## config.mk

```make
export PLATFORM = sky130hd
export DESIGN_NAME = sparse_oaram_encoder
export DESIGN_NICKNAME = d
export VERILOG_FILES = /design/src/rtl/sparse_oaram_encoder.sv
export SDC_FILE = /design/constraint.sdc
export NUM_CORES = 1
export LEC_CHECK = 0
export CORE_MARGIN = 5
export CORE_UTILIZATION = 48
export DETAILED_ROUTE_END_ITERATION = 10
export GPL_TIMING_DRIVEN = 0
export PLACE_DENSITY_LB_ADDON = 0.2
export SYNTH_ARGS = -nofsm -noshare
export SYNTH_HDL_FRONTEND = slang
export SYNTH_SLANG_ARGS = --single-unit
```

## constraint.sdc

```tcl
create_clock -name clk -period 1.8 [get_ports clk]
set_input_delay 0.36 -clock clk [delete_from_list [all_inputs] [get_ports clk]]
set_output_delay 0.36 -clock clk [all_outputs]
set_load 0.05 [all_outputs]
```

## src/rtl/sparse_oaram_encoder.sv

```systemverilog
// sparse_oaram_encoder
//
// Takes the dense, row-major stream of signed activations for one channel
// tile and applies ReLU. It then zero-run-length encodes the result into the
// output-activation RAM (OARAM). Each OARAM entry holds a value and the number
// of zeros that precede it, which is the format the next layer's sparse fetch
// reads. A run that reaches MAX_RUN emits a (0, MAX_RUN) filler entry so
// the index field never overflows. Zeros after the last emitted entry produce
// no entry.
//
// Ports
//   clk, reset_n         clock, asynchronous active-low reset
//   start                one-cycle pulse; starts a tile encode (only in IDLE)
//   in_valid/in_ready    input handshake (see below)
//   in_data, in_last     signed activation, last-element-of-tile marker
//   oaram_value          encoded value (non-negative after ReLU)
//   oaram_indices_value  zeros preceding this entry
//   oaram_address        write address
//   oaram_write_enable   one-cycle write strobe per entry
//   entry_count          entries written this tile (saturates at DEPTH)
//   done                 one-cycle pulse at tile completion
//   overflow             sticky: an entry was dropped because OARAM was full
//   state_dbg            current FSM state (IDLE=0, RUN=1, DONE=2)
//
// Handshake: a beat transfers on a rising edge where in_valid && in_ready.
// in_ready depends only on the FSM state: it is high for the whole of RUN and
// never depends on in_valid. The producer may hold in_valid low for any number
// of cycles. Those gap cycles do not change the run counter or the address.
// The OARAM write side has no back-pressure. Every emitted entry is written
// exactly one cycle after the edge that accepted its beat.
module sparse_oaram_encoder #(
  parameter int DATA_WIDTH  = 8,
  parameter int INDEX_WIDTH = 4,
  parameter int RAM_WIDTH   = 10
) (
  input  logic                   clk,
  input  logic                   reset_n,
  input  logic                   start,
  input  logic                   in_valid,
  output logic                   in_ready,
  input  logic [DATA_WIDTH-1:0]  in_data,
  input  logic                   in_last,
  output logic [DATA_WIDTH-1:0]  oaram_value,
  output logic [INDEX_WIDTH-1:0] oaram_indices_value,
  output logic [RAM_WIDTH-1:0]   oaram_address,
  output logic                   oaram_write_enable,
  output logic [RAM_WIDTH:0]     entry_count,
  output logic                   done,
  output logic                   overflow,
  output logic [1:0]             state_dbg
);

  typedef enum logic [1:0] {
    IDLE   = 2'd0,
    RUN    = 2'd1,
    DONE_S = 2'd2
  } state_t;

  localparam logic [INDEX_WIDTH-1:0] MAX_RUN   = '1;
  // DEPTH expressed in entry_count's width (a single 1 in the MSB).
  localparam logic [RAM_WIDTH:0]     DEPTH_CNT = {1'b1, {RAM_WIDTH{1'b0}}};

  state_t                 state, next_state;
  logic [INDEX_WIDTH-1:0] run_cnt;
  logic                   accept;
  logic                   start_tile;
  logic [DATA_WIDTH-1:0]  relu_v;
  logic                   is_zero;
  logic                   emit;
  logic                   full;

  assign in_ready   = (state == RUN);
  assign accept     = in_valid && in_ready;
  assign start_tile = start && (state == IDLE);
  assign state_dbg  = state;

  assign relu_v  = in_data[DATA_WIDTH-1] ? '0 : in_data;
  assign is_zero = (relu_v == '0);
  // A zero beat emits only when the run is already at MAX_RUN. That zero is
  // folded into the filler entry.
  assign emit    = accept && (!is_zero || (run_cnt == MAX_RUN));
  assign full    = (entry_count == DEPTH_CNT);

  always_comb begin
    next_state = state;
    case (state)
      IDLE:    if (start) next_state = RUN;
      RUN:     if (accept && in_last) next_state = DONE_S;
      DONE_S:  next_state = IDLE;
      default: next_state = IDLE;
    endcase
  end

  always_ff @(posedge clk or negedge reset_n) begin
    if (!reset_n) begin
      state               <= IDLE;
      run_cnt             <= '0;
      oaram_value         <= '0;
      oaram_indices_value <= '0;
      oaram_address       <= '0;
      oaram_write_enable  <= 1'b0;
      entry_count         <= '0;
      done                <= 1'b0;
      overflow            <= 1'b0;
    end else begin
      state              <= next_state;
      oaram_write_enable <= 1'b0;
      // Goes high on the edge that accepts the last beat. done is therefore
      // high during DONE, in the same cycle as that beat's write. By then
      // entry_count already includes the last entry.
      done               <= accept && in_last;

      if (start_tile) begin
        run_cnt       <= '0;
        entry_count   <= '0;
        oaram_address <= '0;
        overflow      <= 1'b0;
      end else if (accept) begin
        if (emit) begin
          run_cnt <= '0;
          if (full) begin
            // The entry is dropped. The address and count stay where they
            // are, and value/index keep their previous contents.
            overflow <= 1'b1;
          end else begin
            oaram_write_enable  <= 1'b1;
            oaram_value         <= relu_v;
            oaram_indices_value <= is_zero ? MAX_RUN : run_cnt;
            // The entry count before the increment is the write address.
            oaram_address       <= entry_count[RAM_WIDTH-1:0];
            entry_count         <= entry_count + 1'b1;
          end
        end else begin
          run_cnt <= run_cnt + 1'b1;
        end
      end
    end
  end

endmodule

```

* After elaboration in Yosys (flattened, before gate mapping)
Cells that the tools add are included.
Storage, ports and cells: RAM bits 0, input bits 13, logic and storage cells 58, register bits after elaboration 42, memories 0, memory bits (read-only) 0, bits in latches 0
Operators by class: reductions and logical operators 15, divide/modulo/power cells 0, shift-type cells 0, magnitude comparators 0, equal/unequal tests 6, bitwise gates (word level) 2, muxes and demuxes 24, $add $sub $neg 2, multipliers 0
Operators by type and width (number):
- $mux 11 | 4
- $mux 10 | 4
- $mux 4 | 4
- $add 11x1->11 const B | 1
- $eq 11x11->1 const B | 1
- $logic_not 8->1 | 1
- $mux 1 | 8
- $mux 7 | 1
- $reduce_and 3->1 | 2
- $reduce_bool 2->1 | 3
- $add 4x1->4 const B | 1
- $eq 4x4->1 const B | 1
- $logic_and 1x1->1 | 4
- $mux 2 | 2
- $ne 2x2->1 const B | 2
- $pmux 2 s2 | 1
- $reduce_and 4->1 | 1
- $eq 2x1->1 const B | 1
- $logic_not 2->1 | 1
- $ne 2x1->1 const B | 1
- $not 1->1 | 2
- $reduce_and 2->1 | 1
- $logic_not 1->1 | 1
- $logic_or 1x1->1 | 1

* Depth between registers and ports, before layout
depth in word-level cells 8, depth in mapped cells 9, mapped depth without buffers 7

* Worst setup path after synthesis
OpenSTA, ideal clock, no wires.
path type flip-flop to flip-flop, from register state[0] (netlist: state_dbg[0]), to register entry_count[8], path buffers 0, setup time 0.148 ns, clock period less this slack 1.946 ns, arrival time 1.798 ns, stages on the path, launching flop included 7, path slack -0.146 ns, data required time 1.652 ns, cell sequence dfrtp_1 -> nand2b_1 -> inv_1 -> and2_1 -> o21ai_0 -> o211ai_1 -> o31ai_1
On the way: cells in the longest elaborated chain, start to end 5, elaborated cells on any way between the ends 10
RTL lines:
- from (decl) | line 63 | state_t state, next_state;
- from (signal assigned) | line 106 | state <= next_state;
- $eq 2x1->1 * | line 72 | assign in_ready = (state == RUN);
- named net in_ready | line 40 | output logic in_ready,
- $logic_and 1x1->1 * | line 73 | assign accept = in_valid && in_ready;
- $logic_and 1x1->1 | line 81 | assign emit = accept && (!is_zero || (run_cnt == MAX_RUN));
- $reduce_bool 2->1 (no line)
- $reduce_and 3->1 (no line) *
- to (signal assigned) | line 131 | entry_count <= entry_count + 1'b1;
- to (decl) | line 47 | output logic [RAM_WIDTH:0] entry_count,
The timed path passes the listed nets; every way through them passes the cells marked *. A chain may end at the register's enable or synchronous reset.

* Final worst setup path
from register oaram_write_enable, to output port oaram_write_enable
RTL lines:
- from (decl) | line 46 | output logic oaram_write_enable,
- from (signal assigned) | line 101 | oaram_write_enable <= 1'b0;
- from (signal assigned) | line 107 | oaram_write_enable <= 1'b0;
- from (signal assigned) | line 126 | oaram_write_enable <= 1'b1;
No word-level cell between the ends.

==> flow_results.xml <==
<?xml version="1.0" encoding="UTF-8"?>
<metrics>
  <group name="layout">
    <metric name="layout.core_utilization" unit="%">67.8</metric>
    <metric name="mostFrequentLayoutCells" unit="">38 x sky130_fd_sc_hd__nand2_1, 33 x sky130_fd_sc_hd__dfrtp_1, 32 x sky130_fd_sc_hd__dlygate4sd2_1, 17 x sky130_fd_sc_hd__nand3_1, 16 x sky130_fd_sc_hd__o21ai_0</metric>
    <metric name="fin_nets" unit="">276</metric>
    <metric name="area_used_by_multi_input_combinational_logic" unit="µm²">866</metric>
    <metric name="layout_cell_share_with_drive_strength_beyond_1" unit="%">15.3</metric>
    <metric name="layout.filler_cells" unit="">339</metric>
    <metric name="most_common_library_cell_in_the_layout_ignoring_fill_and_taps" unit="">sky130_fd_sc_hd__nand2_1</metric>
    <metric name="seq_area" unit="mm²">0.00104</metric>
    <metric name="synthToLayoutAreaGrowth" unit="%">37.7</metric>
    <metric name="finish.cell_count_without_fillers" unit="">311</metric>
    <metric name="antennaDiodeCount" unit="">0</metric>
  </group>
  <group name="setup_path">
    <metric name="worstReg2RegEnd" unit="">entry_count[10]$_DFFE_PN0P_</metric>
    <metric name="critical_path_buf_inv_count" unit="">1</metric>
    <metric name="critPathSlowestCell" unit="">sky130_fd_sc_hd__clkdlybuf4s50_1</metric>
    <metric name="cp_depth" unit="">1</metric>
    <metric name="crit_path_cell_trace" unit="">clkdlybuf4s50_1</metric>
    <metric name="reg2reg_depth" unit="">6</metric>
    <metric name="critPathLaunch" unit="">oaram_write_enable$_DFF_PN0_</metric>
    <metric name="r2r_start" unit="">entry_count[0]$_DFFE_PN0P_</metric>
    <metric name="timing.critical_path.from_type" unit="">register</metric>
    <metric name="arrival" unit="ns">1.41</metric>
    <metric name="setup.worst_path.end" unit="">oaram_write_enable</metric>
    <metric name="worst_path_largest_cell_delay" unit="ns">0.79</metric>
    <metric name="cpLargestDelayFamily" unit="">buffers and inverters</metric>
    <metric name="critPathCaptureType" unit="">output port</metric>
    <metric name="critical_path.max_fanout" unit="">1</metric>
    <metric name="reg2reg_setup_slack" unit="ns">0.12</metric>
    <metric name="worstPathRequired" unit="ns">1.44</metric>
    <metric name="critical_path_class" unit="">register to output port</metric>
  </group>
  <group name="sta">
    <metric name="worst_hold_slack" unit="ns">0.405</metric>
    <metric name="timing.final.max_slew_violations" unit="">0</metric>
    <metric name="setup_viol" unit="">0</metric>
    <metric name="final.period_utilization" unit="%">98.2</metric>
    <metric name="period_minus_slack" unit="ns">1.77</metric>
    <metric name="rsz0062_at_grt" unit="">false</metric>
    <metric name="tightestPinTransition" unit="ns">0.547</metric>
    <metric name="max_freq" unit="MHz">566</metric>
    <metric name="slew-limit-headroom" unit="%">63.6</metric>
    <metric name="skew" unit="ns">0.00420</metric>
    <metric name="number_of_failing_hold_endpoints_at_the_final_stage" unit="">0</metric>
  </group>
  <group name="synth">
    <metric name="synth_area_leader_cell" unit="">sky130_fd_sc_hd__dfrtp_1</metric>
    <metric name="postSynthNetCount" unit="">212</metric>
    <metric name="synthesis.area" unit="mm²">0.00196</metric>
    <metric name="synthesis.area_per_instance" unit="µm²">9.98</metric>
    <metric name="synth_area_leaders" unit="">sky130_fd_sc_hd__dfrtp_1 52%, sky130_fd_sc_hd__nand2_1 7.3%, sky130_fd_sc_hd__nand3_1 4.4%</metric>
    <metric name="yosys_warnings" unit="">0</metric>
    <metric name="synth_largest_type_area_fraction" unit="%">52.5</metric>
    <metric name="netlist-cell-type-count" unit="">41</metric>
    <metric name="ys_ff_latch" unit="">41</metric>
    <metric name="synth_cells" unit="">196</metric>
    <metric name="seq_area_frac_synth" unit="%">52.5</metric>
  </group>
  <group name="worst_hold_path">
    <metric name="tightest_hold_check_type" unit="">input pin to async pin</metric>
  </group>
  <group name="pwr">
    <metric name="static-leakage-power" unit="nW">1.45</metric>
    <metric name="power.density_cell_area" unit="mW/mm²">1250</metric>
    <metric name="finalPower" unit="mW">3.36</metric>
    <metric name="ir_worst_vdd" unit="mV">0.701</metric>
  </group>
  <group name="place">
    <metric name="place_inst" unit="">297</metric>
    <metric name="portBuffers" unit="">50</metric>
    <metric name="hpwlAfterDp" unit="µm">3400</metric>
    <metric name="place_congestion" unit="">0.789</metric>
  </group>
  <group name="clock_network">
    <metric name="cts_clk_pin_slew_worst_paths" unit="ns">0.08</metric>
    <metric name="clkSinkCount" unit="">41</metric>
    <metric name="cts_tree" unit="">done</metric>
    <metric name="clk_root_buffer_cell" unit="">sky130_fd_sc_hd__clkbuf_8</metric>
    <metric name="cts_max_path_buffers" unit="">2</metric>
    <metric name="insertion_delay" unit="ns">0.29</metric>
    <metric name="tritoncts.num_buffers" unit="">5</metric>
    <metric name="cts-htree-levels" unit="">2</metric>
  </group>
  <group name="global_routing">
    <metric name="grt_antenna_before_repair" unit="">0</metric>
    <metric name="met3_usage" unit="%">4.51</metric>
    <metric name="grt.busiest_layer" unit="">met2</metric>
    <metric name="grtUsageTotal" unit="%">18.4</metric>
    <metric name="vias_in_the_first_global_route" unit="">1623</metric>
    <metric name="grt_max_degree" unit="">40</metric>
    <metric name="grt_util_met1" unit="%">25.4</metric>
    <metric name="grt_overflow_total" unit="">0</metric>
    <metric name="grt.met2_usage" unit="%">30.0</metric>
    <metric name="global_route_wire_length_before_repair" unit="µm">7780</metric>
  </group>
  <group name="drt">
    <metric name="first_pass_iters" unit="">4</metric>
    <metric name="vias_after_detailed_routing" unit="">1642</metric>
    <metric name="via_per_inst" unit="">5.28</metric>
    <metric name="routed_wirelength" unit="µm">4580</metric>
    <metric name="routed_wire_length_per_instance" unit="µm">14.7</metric>
    <metric name="drc" unit="">0</metric>
    <metric name="drt.antenna.violating_nets" unit="">0</metric>
    <metric name="drt-initial-drc-count" unit="">130</metric>
  </group>
  <group name="run">
    <metric name="max_cap_viol_count" unit="">0</metric>
  </group>
  <group name="die">
    <metric name="floorplan.die.width" unit="µm">73.8</metric>
    <metric name="core" unit="mm²">0.00397</metric>
    <metric name="die-area" unit="mm²">0.00545</metric>
    <metric name="io-pin-count" unit="">52</metric>
    <metric name="placementRows" unit="">23</metric>
    <metric name="die_h" unit="µm">73.8</metric>
    <metric name="initial_utilization" unit="%">49.2</metric>
  </group>
  <group name="outcome">
    <metric name="outcome" unit="">completed</metric>
  </group>
</metrics>
cell usage after synthesis, drive strengths merged:
library cell	n
a211o	1
a21o	1
a21oi	4
a41oi	1
and2	2
and3	6
buf	6
clkbuf	3
conb	1
dfrtp	41
ha	3
inv	5
mux2i	3
nand2	39
nand2b	8
nand3	17
nand3b	1
nand4	5
nor2	8
nor2b	1
nor3	1
nor4	5
nor4b	1
o211ai	3
o21a	1
o21ai	19
o21bai	1
o31ai	2
or2	1
or3	2
xnor2	2
xor2	2
cell families (layout without fill, tap and decap cells):
| family | Yosys count | in the layout | share of synthesized area (%) |
|---|---|---|---|
| AO/OA/AOI/OAI | 33 | 33 | 11.1 |
| XOR/XNOR | 4 | 4 | 1.79 |
| multiplexers | 3 | 3 | 1.54 |
| other | 1 | 1 | 0.192 |
| AND/OR/NAND/NOR | 97 | 97 | 25.8 |
| adder cells (fa/ha/maj) | 3 | 3 | 1.92 |
| buffers and inverters | 14 | 79 | 5.25 |
| flip-flops | 41 | 41 | 52.5 |
metal layers:
metal | vias up | wire, µm
li1 | 804 | -
met1 | 797 | 2050
met2 | 36 | 2260
met3 | 5 | 228
met4 | 0 | 33
met5 | - | 0
worst min-delay path by stage:
stage,from,endpoint,slack [ns],depth (start not counted)
floorplan,reset_n,done$_DFF_PN0_,0.06,0
global placement,oaram_indices_value[0]$_DFFE_PN0P_,oaram_indices_value[0]$_DFFE_PN0P_,0.45,2
detailed placement,reset_n,oaram_value[5]$_DFFE_PN0P_,0.18,1
CTS,reset_n,oaram_value[5]$_DFFE_PN0P_,0.41,2
global route,reset_n,oaram_value[5]$_DFFE_PN0P_,0.41,2
finish,reset_n,oaram_value[5]$_DFFE_PN0P_,0.40,2
registers in the layout, summed over array words and instances, names as in the netlist:
signal and cells:
oaram_indices_value 4, oaram_address 10, state_dbg 2, oaram_write_enable 1, run_cnt 4, entry_count 11
done 1, oaram_value 7, overflow 1
power by group:
group          internal, mW  total [mW]  switching, mW
clock network         0.276       0.575          0.299
registers              1.12        1.26          0.141
logic                 0.436        1.53           1.09
metrics by stage:
stage | setup TNS, ns | worst slack (ns) | cell area (µm²)
after floorplan | 0 | 0.0128 | 1970
after global placement | -38.09 | -0.804 | 2530
after detailed placement | -11.03 | -0.394 | 2550
after CTS | 0 | 0.000689 | 2660
after global routing | 0 | 0.00979 | 2690
final | 0 | 0.0324 | 2690
layout make-up:
| type | instances | area share, % |
|---|---|---|
| buffer | 9 | 2.93 |
| clock buffer | 8 | 2.97 |
| inverter | 5 | 1.02 |
| multi-input combinational | 141 | 32.2 |
| sequential | 41 | 38.5 |
| tap | 50 | 2.32 |
| timing repair buffer | 57 | 20.1 |
timing repair:
item / CTS / global route
gates resized for setup: 38 / 9
endpoints found under the setup margin: 54 / 16
endpoints found under the hold margin: 2 / 0
pin swaps: 3 / 2
buffers inserted: 5 / 0
hold buffers: 1 / 0
(Power assumes the default switching activity.)
==> edit 1: new RTL, config.mk and constraints unchanged <==
Set the parameter `DATA_WIDTH` to 6 (it was 8).
--- a/src/rtl/sparse_oaram_encoder.sv
+++ b/src/rtl/sparse_oaram_encoder.sv
@@ -31,3 +31,3 @@
 module sparse_oaram_encoder #(
-  parameter int DATA_WIDTH  = 8,
+  parameter int DATA_WIDTH  = 6,
   parameter int INDEX_WIDTH = 4,
Interface: changed (resized in_data and oaram_value); port bits go from 52 to 48. The function was not compared with the original's and may differ.
==> edit 1 against the original RTL <==
Sequential share of layout area fell by 2.1 points. Synthesized cell count fell by 2.6%. First-iteration DRC count fell by 42%. Register-to-register slack got worse by 0.08 ns. Total power rose by 3.5%. Area after synthesis barely moved. Design area rose by 1.2%. Non-clock buffer count rose by 1. Wire length rose by 5.7%. Setup slack improved by 0.0074 ns. Sequential cell count fell by 2. Critical path type is now reg -> reg.
==> edit 1: results (changes against the original RTL) <==
<table>
<tr><th>Metric</th><th>Value</th></tr>
<tr><th colspan="2">Global routing</th></tr>
<tr><td>GRT met2 Usage</td><td>31.0% (+0.98 points)</td></tr>
<tr><td>Aggregate global-route resource usage</td><td>19.3% (+0.84 points)</td></tr>
<tr><td>First-pass GRT wire length</td><td>8000 um (+2.9%)</td></tr>
<tr><td>Global routing usage on met3</td><td>6.02% (+1.5 points)</td></tr>
<tr><td>Number of global-route vias before repair</td><td>1,743 (+7.4%)</td></tr>
<tr><th colspan="2">Power</th></tr>
<tr><td>Leakage power</td><td>1.42 nW (-1.8%)</td></tr>
<tr><td>Worst IR drop on VDD</td><td>0.791 mV (+13%)</td></tr>
<tr><td>Switch share</td><td>45.0% (-0.61 points)</td></tr>
<tr><th colspan="2">Synth</th></tr>
<tr><td>Sequential cell area fraction in the yosys report</td><td>49.9% (-2.5 points)</td></tr>
<tr><td>Synth cell types</td><td>38 (-7.3%)</td></tr>
<tr><td>Post-Syn Nets</td><td>205 (-3.3%)</td></tr>
<tr><td>Biggest area contributors in the synthesized netlist</td><td>dfrtp_1 (50%), mux2i_1 (6.7%), nand2_1 (4.4%)</td></tr>
<tr><td>Commonest cells post-synth</td><td>dfrtp_1 (39), nand2_1 (23), nor2_1 (14)</td></tr>
<tr><th colspan="2">Final layout</th></tr>
<tr><td>Registers with the highest flip-flop counts</td><td>entry_count (11), oaram_address (10), oaram_value (5)</td></tr>
<tr><td>Layout cell share with drive strength beyond 1</td><td>25.4% (+10 points)</td></tr>
<tr><th colspan="2">Setup path</th></tr>
<tr><td>Reg2Reg Setup Slack</td><td>0.04 ns (-0.08 ns)</td></tr>
<tr><td>Data arrival time at the worst-slack endpoint</td><td>1.93 ns (+0.52 ns)</td></tr>
<tr><th colspan="2">Status</th></tr>
<tr><td>Outcome</td><td>complete, no violations</td></tr>
<tr><th colspan="2">Placed design</th></tr>
<tr><td>Placer Congestion</td><td>0.820 (+3.9%)</td></tr>
<tr><td>Pre-CTS setup slack</td><td>-0.639 ns (-0.245 ns)</td></tr>
<tr><td>Post-DP HPWL</td><td>3180 um (-6.5%)</td></tr>
<tr><td>Port Buf Inserts</td><td>46 (-8.0%)</td></tr>
<tr><th colspan="2">Timing</th></tr>
<tr><td>Maximum clock frequency</td><td>568 MHz (+0.42%)</td></tr>
<tr><td>Setup skew after layout</td><td>0.00865 ns (+0.00445 ns)</td></tr>
<tr><td>Smallest hold slack</td><td>0.186 ns (-0.218 ns)</td></tr>
<tr><td>Worst-Margin Slew</td><td>0.877 ns (+0.330 ns)</td></tr>
<tr><th colspan="2">Drt</th></tr>
<tr><td>Detailed-route vias per instance</td><td>5.57 (+5.4%)</td></tr>
<tr><td>DRC marker count from the first detailed-route iteration</td><td>76 (-42%)</td></tr>
</table>
-- edit 1: critical path, cell delays in order, from the launching register on --
cell and delay (ns):
dfrtp_2 0.40, inv_2 0.06, ha_4 0.15, and4_4 0.19, or3_4 0.40, buf_12 0.15
mux2_4 0.28
-- edit 1: area by class of cell --
| cell class | instances | area, sq um |
|---|---|---|
| clock buffer | 7 | 76.3 |
| sequential | 39 | 990 |
| multi-input combinational | 129 | 941 |
| tap | 50 | 62.6 |
| timing repair buffer | 59 | 541 |
| clock inverter | 1 | 5.00 |
| fill | 335 | 1250 |
| inverter | 13 | 52.6 |
| buffer | 8 | 56.3 |
-- edit 1: kinds of logic after synthesis --
group | Yosys count | synth area share (%)
AND/OR/NAND/NOR | 71 | 18.1
flip-flops | 39 | 49.9
AO/OA/AOI/OAI | 33 | 11.7
buffers and inverters | 23 | 6.27
multiplexers | 20 | 11.5
adder cells (fa/ha/maj) | 3 | 1.92
other | 1 | 0.192
XOR/XNOR | 1 | 0.448
-- edit 1: power groups by stage --
stage               Sequential, W  Clock (W)  Combinational, W
floorplan                 0.00182          0          0.000536
global placement          0.00122          0           0.00166
detailed placement        0.00122          0           0.00168
CTS                       0.00119   0.000578           0.00170
global route              0.00122   0.000611           0.00182
finish                    0.00119   0.000570           0.00172
-- edit 1: per-stage QoR --
stage	total power, W	std cells	util, %	setup TNS [ns]	area, sq um
after global routing	0.00365	306	68.6	-0.0532	2720
final	0.00348	306	68.6	0	2720
after floorplan	0.00235	191	-	-2.92	1980
after global placement	0.00288	287	63.1	-39.16	2500
after CTS	0.00347	302	66.7	-0.0528	2650
after detailed placement	0.00290	287	62.9	-14.66	2500
-- edit 1: final timing paths --
| kind | startpoint | to |
|---|---|---|
| hold / removal | reset_n | oaram_indices_value[1] |
| max in group asynchronous | reset_n | entry_count[1] |
| min in group clk | oaram_indices_value[0] | oaram_indices_value[0] |
| setup / recovery | entry_count[0] | entry_count[1] |
| hold reg to reg | oaram_indices_value[0] | oaram_indices_value[0] |
| setup reg to reg | entry_count[0] | entry_count[1] |
-- edit 1: what timing repair did --
action	CTS	global route
resized for setup	45	15
hold buffers	0	0
cloned	1	0
pin swaps	4	2
endpoints found under the setup margin	63	31
setup buffers	7	5
-- edit 1: routing by layer --
layer / up-vias / part of all wire (%) / wire length (um)
li1: 795 / - / -
met1: 834 / 44 / 2110
met2: 60 / 48 / 2310
met3: 14 / 6.0 / 291
met4: 0 / 2.6 / 127
met5: - / 0 / 0
==> edit 2: new RTL, same settings <==
Without the edit above. Make the reset (`reset_n`) synchronous in one clocked block. Comments in the files are not updated.
--- a/src/rtl/sparse_oaram_encoder.sv
+++ b/src/rtl/sparse_oaram_encoder.sv
@@ -93,3 +93,3 @@
 
-  always_ff @(posedge clk or negedge reset_n) begin
+  always_ff @(posedge clk) begin
     if (!reset_n) begin
Formal check against the unedited RTL: differs if reset_n is asserted again (counterexample within 4 cycles, from zero or initial values and one cycle with reset_n low); with reset_n held inactive, the same outputs for 10 cycles.
==> edit 2 against the original RTL <==
Utilization up 5.5 points. Design area up 1.9%. Sequential cell count unchanged. Critical path depth up 4. Clock skew down 0.00059 ns. Setup slack worse by 0.0093 ns. Area after synthesis down 2.6%. Register-to-register slack worse by 0.097 ns. Wire length up 17%.
Power is not compared: it rests on default switching activity, and its combinational part moved more than twofold at a synthesized area within 25%.
==> edit 2: results (changes against the original RTL) <==
<table>
<tr><th>Metric</th><th>Value</th></tr>
<tr><th colspan="2">Drt</th></tr>
<tr><td>Drt wl/cell</td><td>16.8 um (+14%)</td></tr>
<tr><td>Met2 wire length</td><td>2600 um (+15%)</td></tr>
<tr><td>Sum of met3 wire segment lengths after detailed routing</td><td>376 um (+65%)</td></tr>
<tr><th colspan="2">Global routing</th></tr>
<tr><td>Number of global-route vias before repair</td><td>1,708 (+5.2%)</td></tr>
<tr><td>Largest net degree at the start of global routing</td><td>13 (-68%)</td></tr>
<tr><td>Global routing usage on met3</td><td>4.96% (+0.44 points)</td></tr>
<tr><td>Met1 Use GR</td><td>23.9% (-1.4 points)</td></tr>
<tr><td>First-pass GRT wire length</td><td>7970 um (+2.5%)</td></tr>
<tr><td>GRT met2 Usage</td><td>29.8% (-0.23 points)</td></tr>
<tr><th colspan="2">Final layout</th></tr>
<tr><td>Non-filler cells, final</td><td>319 (+2.6%)</td></tr>
<tr><td>Layout cell share with drive strength beyond 1</td><td>17.3% (+2.0 points)</td></tr>
<tr><th colspan="2">Status</th></tr>
<tr><td>Outcome</td><td>complete, no violations</td></tr>
<tr><th colspan="2">Setup path</th></tr>
<tr><td>Reg2Reg Setup Slack</td><td>0.02 ns (-0.10 ns)</td></tr>
<tr><td>Critical path's slowest cell</td><td>or3_4</td></tr>
<tr><td>Largest driver fanout on the critical path</td><td>5 (+4)</td></tr>
<tr><td>Data arrival time at the worst-slack endpoint</td><td>2.01 ns (+0.60 ns)</td></tr>
<tr><th colspan="2">Power</th></tr>
<tr><td>Power after layout</td><td>0.00176 W</td></tr>
<tr><th colspan="2">Placed design</th></tr>
<tr><td>Area after DPL</td><td>2470 sq um (-2.9%)</td></tr>
<tr><td>Pre-CTS setup slack</td><td>-0.464 ns (-0.0694 ns)</td></tr>
<tr><td>Placer Congestion</td><td>0.764 (-3.2%)</td></tr>
<tr><td>Post-DP HPWL</td><td>3360 um (-1.3%)</td></tr>
<tr><th colspan="2">Synth</th></tr>
<tr><td>Sequential cell area fraction in the yosys report</td><td>43.1% (-9.4 points)</td></tr>
<tr><td>Post-Syn Nets</td><td>218 (+2.8%)</td></tr>
<tr><td>Commonest cells post-synth</td><td>dfxtp_1 (41), nand2_1 (36), mux2i_1 (25)</td></tr>
<tr><td>Post-synth ARST share</td><td>0% (-100 points)</td></tr>
<tr><td>Synth cell types</td><td>43 (+4.9%)</td></tr>
<tr><th colspan="2">Timing</th></tr>
<tr><td>Max-slew headroom at the worst pin</td><td>60.9% (-2.6 points)</td></tr>
</table>
==> edit 2: changes by cell type after synthesis, sizes merged, moves of 4 or more <==
cell | before | now
o21ai | 19 | 2
or3 | 2 | 6
mux2i | 3 | 25
nand3b | 1 | 9
dfxtp | 0 | 41
dfrtp | 41 | 0
nand3 | 17 | 9
o211a | 0 | 4
nor2 | 8 | 1
==> edit 2: worst min-delay path: cells and delay by family <==
family        cells  cell delay [ns]
buf+inv           1             0.13
simple gates      1             0.08
mux               1             0.06
==> edit 2: worst paths after layout <==
check                   start               end  depth (start not counted)
max                run_cnt[1]    entry_count[9]                          5
max reg2reg        run_cnt[1]    entry_count[9]                          5
min reg2reg  oaram_address[6]  oaram_address[6]                          2
min                in_data[4]    oaram_value[4]                          3
==> edit 2: area by class of cell <==
| type | count | area (sq um) | share of cell area, % |
|---|---|---|---|
| Multi-Input combinational cell | 147 | 1070 | 39.1 |
| Sequential cell | 41 | 827 | 30.2 |
| Timing Repair Buffer | 60 | 598 | 21.8 |
| Buffer | 12 | 91.3 | 3.33 |
| Clock buffer | 6 | 72.6 | 2.65 |
| Tap cell | 48 | 60.1 | 2.19 |
| Inverter | 3 | 11.3 | 0.411 |
| Clock inverter | 2 | 10.0 | 0.365 |
==> edit 2: cell families (layout without fill, tap and decap cells) <==
kind of cell / count (synthesis) / in the layout / share of synthesized area (%)
xor+xnor: 1 / 1 / 0.460
flops: 41 / 41 / 43.1
mux: 25 / 25 / 13.1
compound gates: 30 / 31 / 12.3
fa+ha+maj: 3 / 3 / 1.97
buf+inv: 15 / 83 / 4.53
simple gates: 86 / 86 / 24.3
other cells: 1 / 1 / 0.197
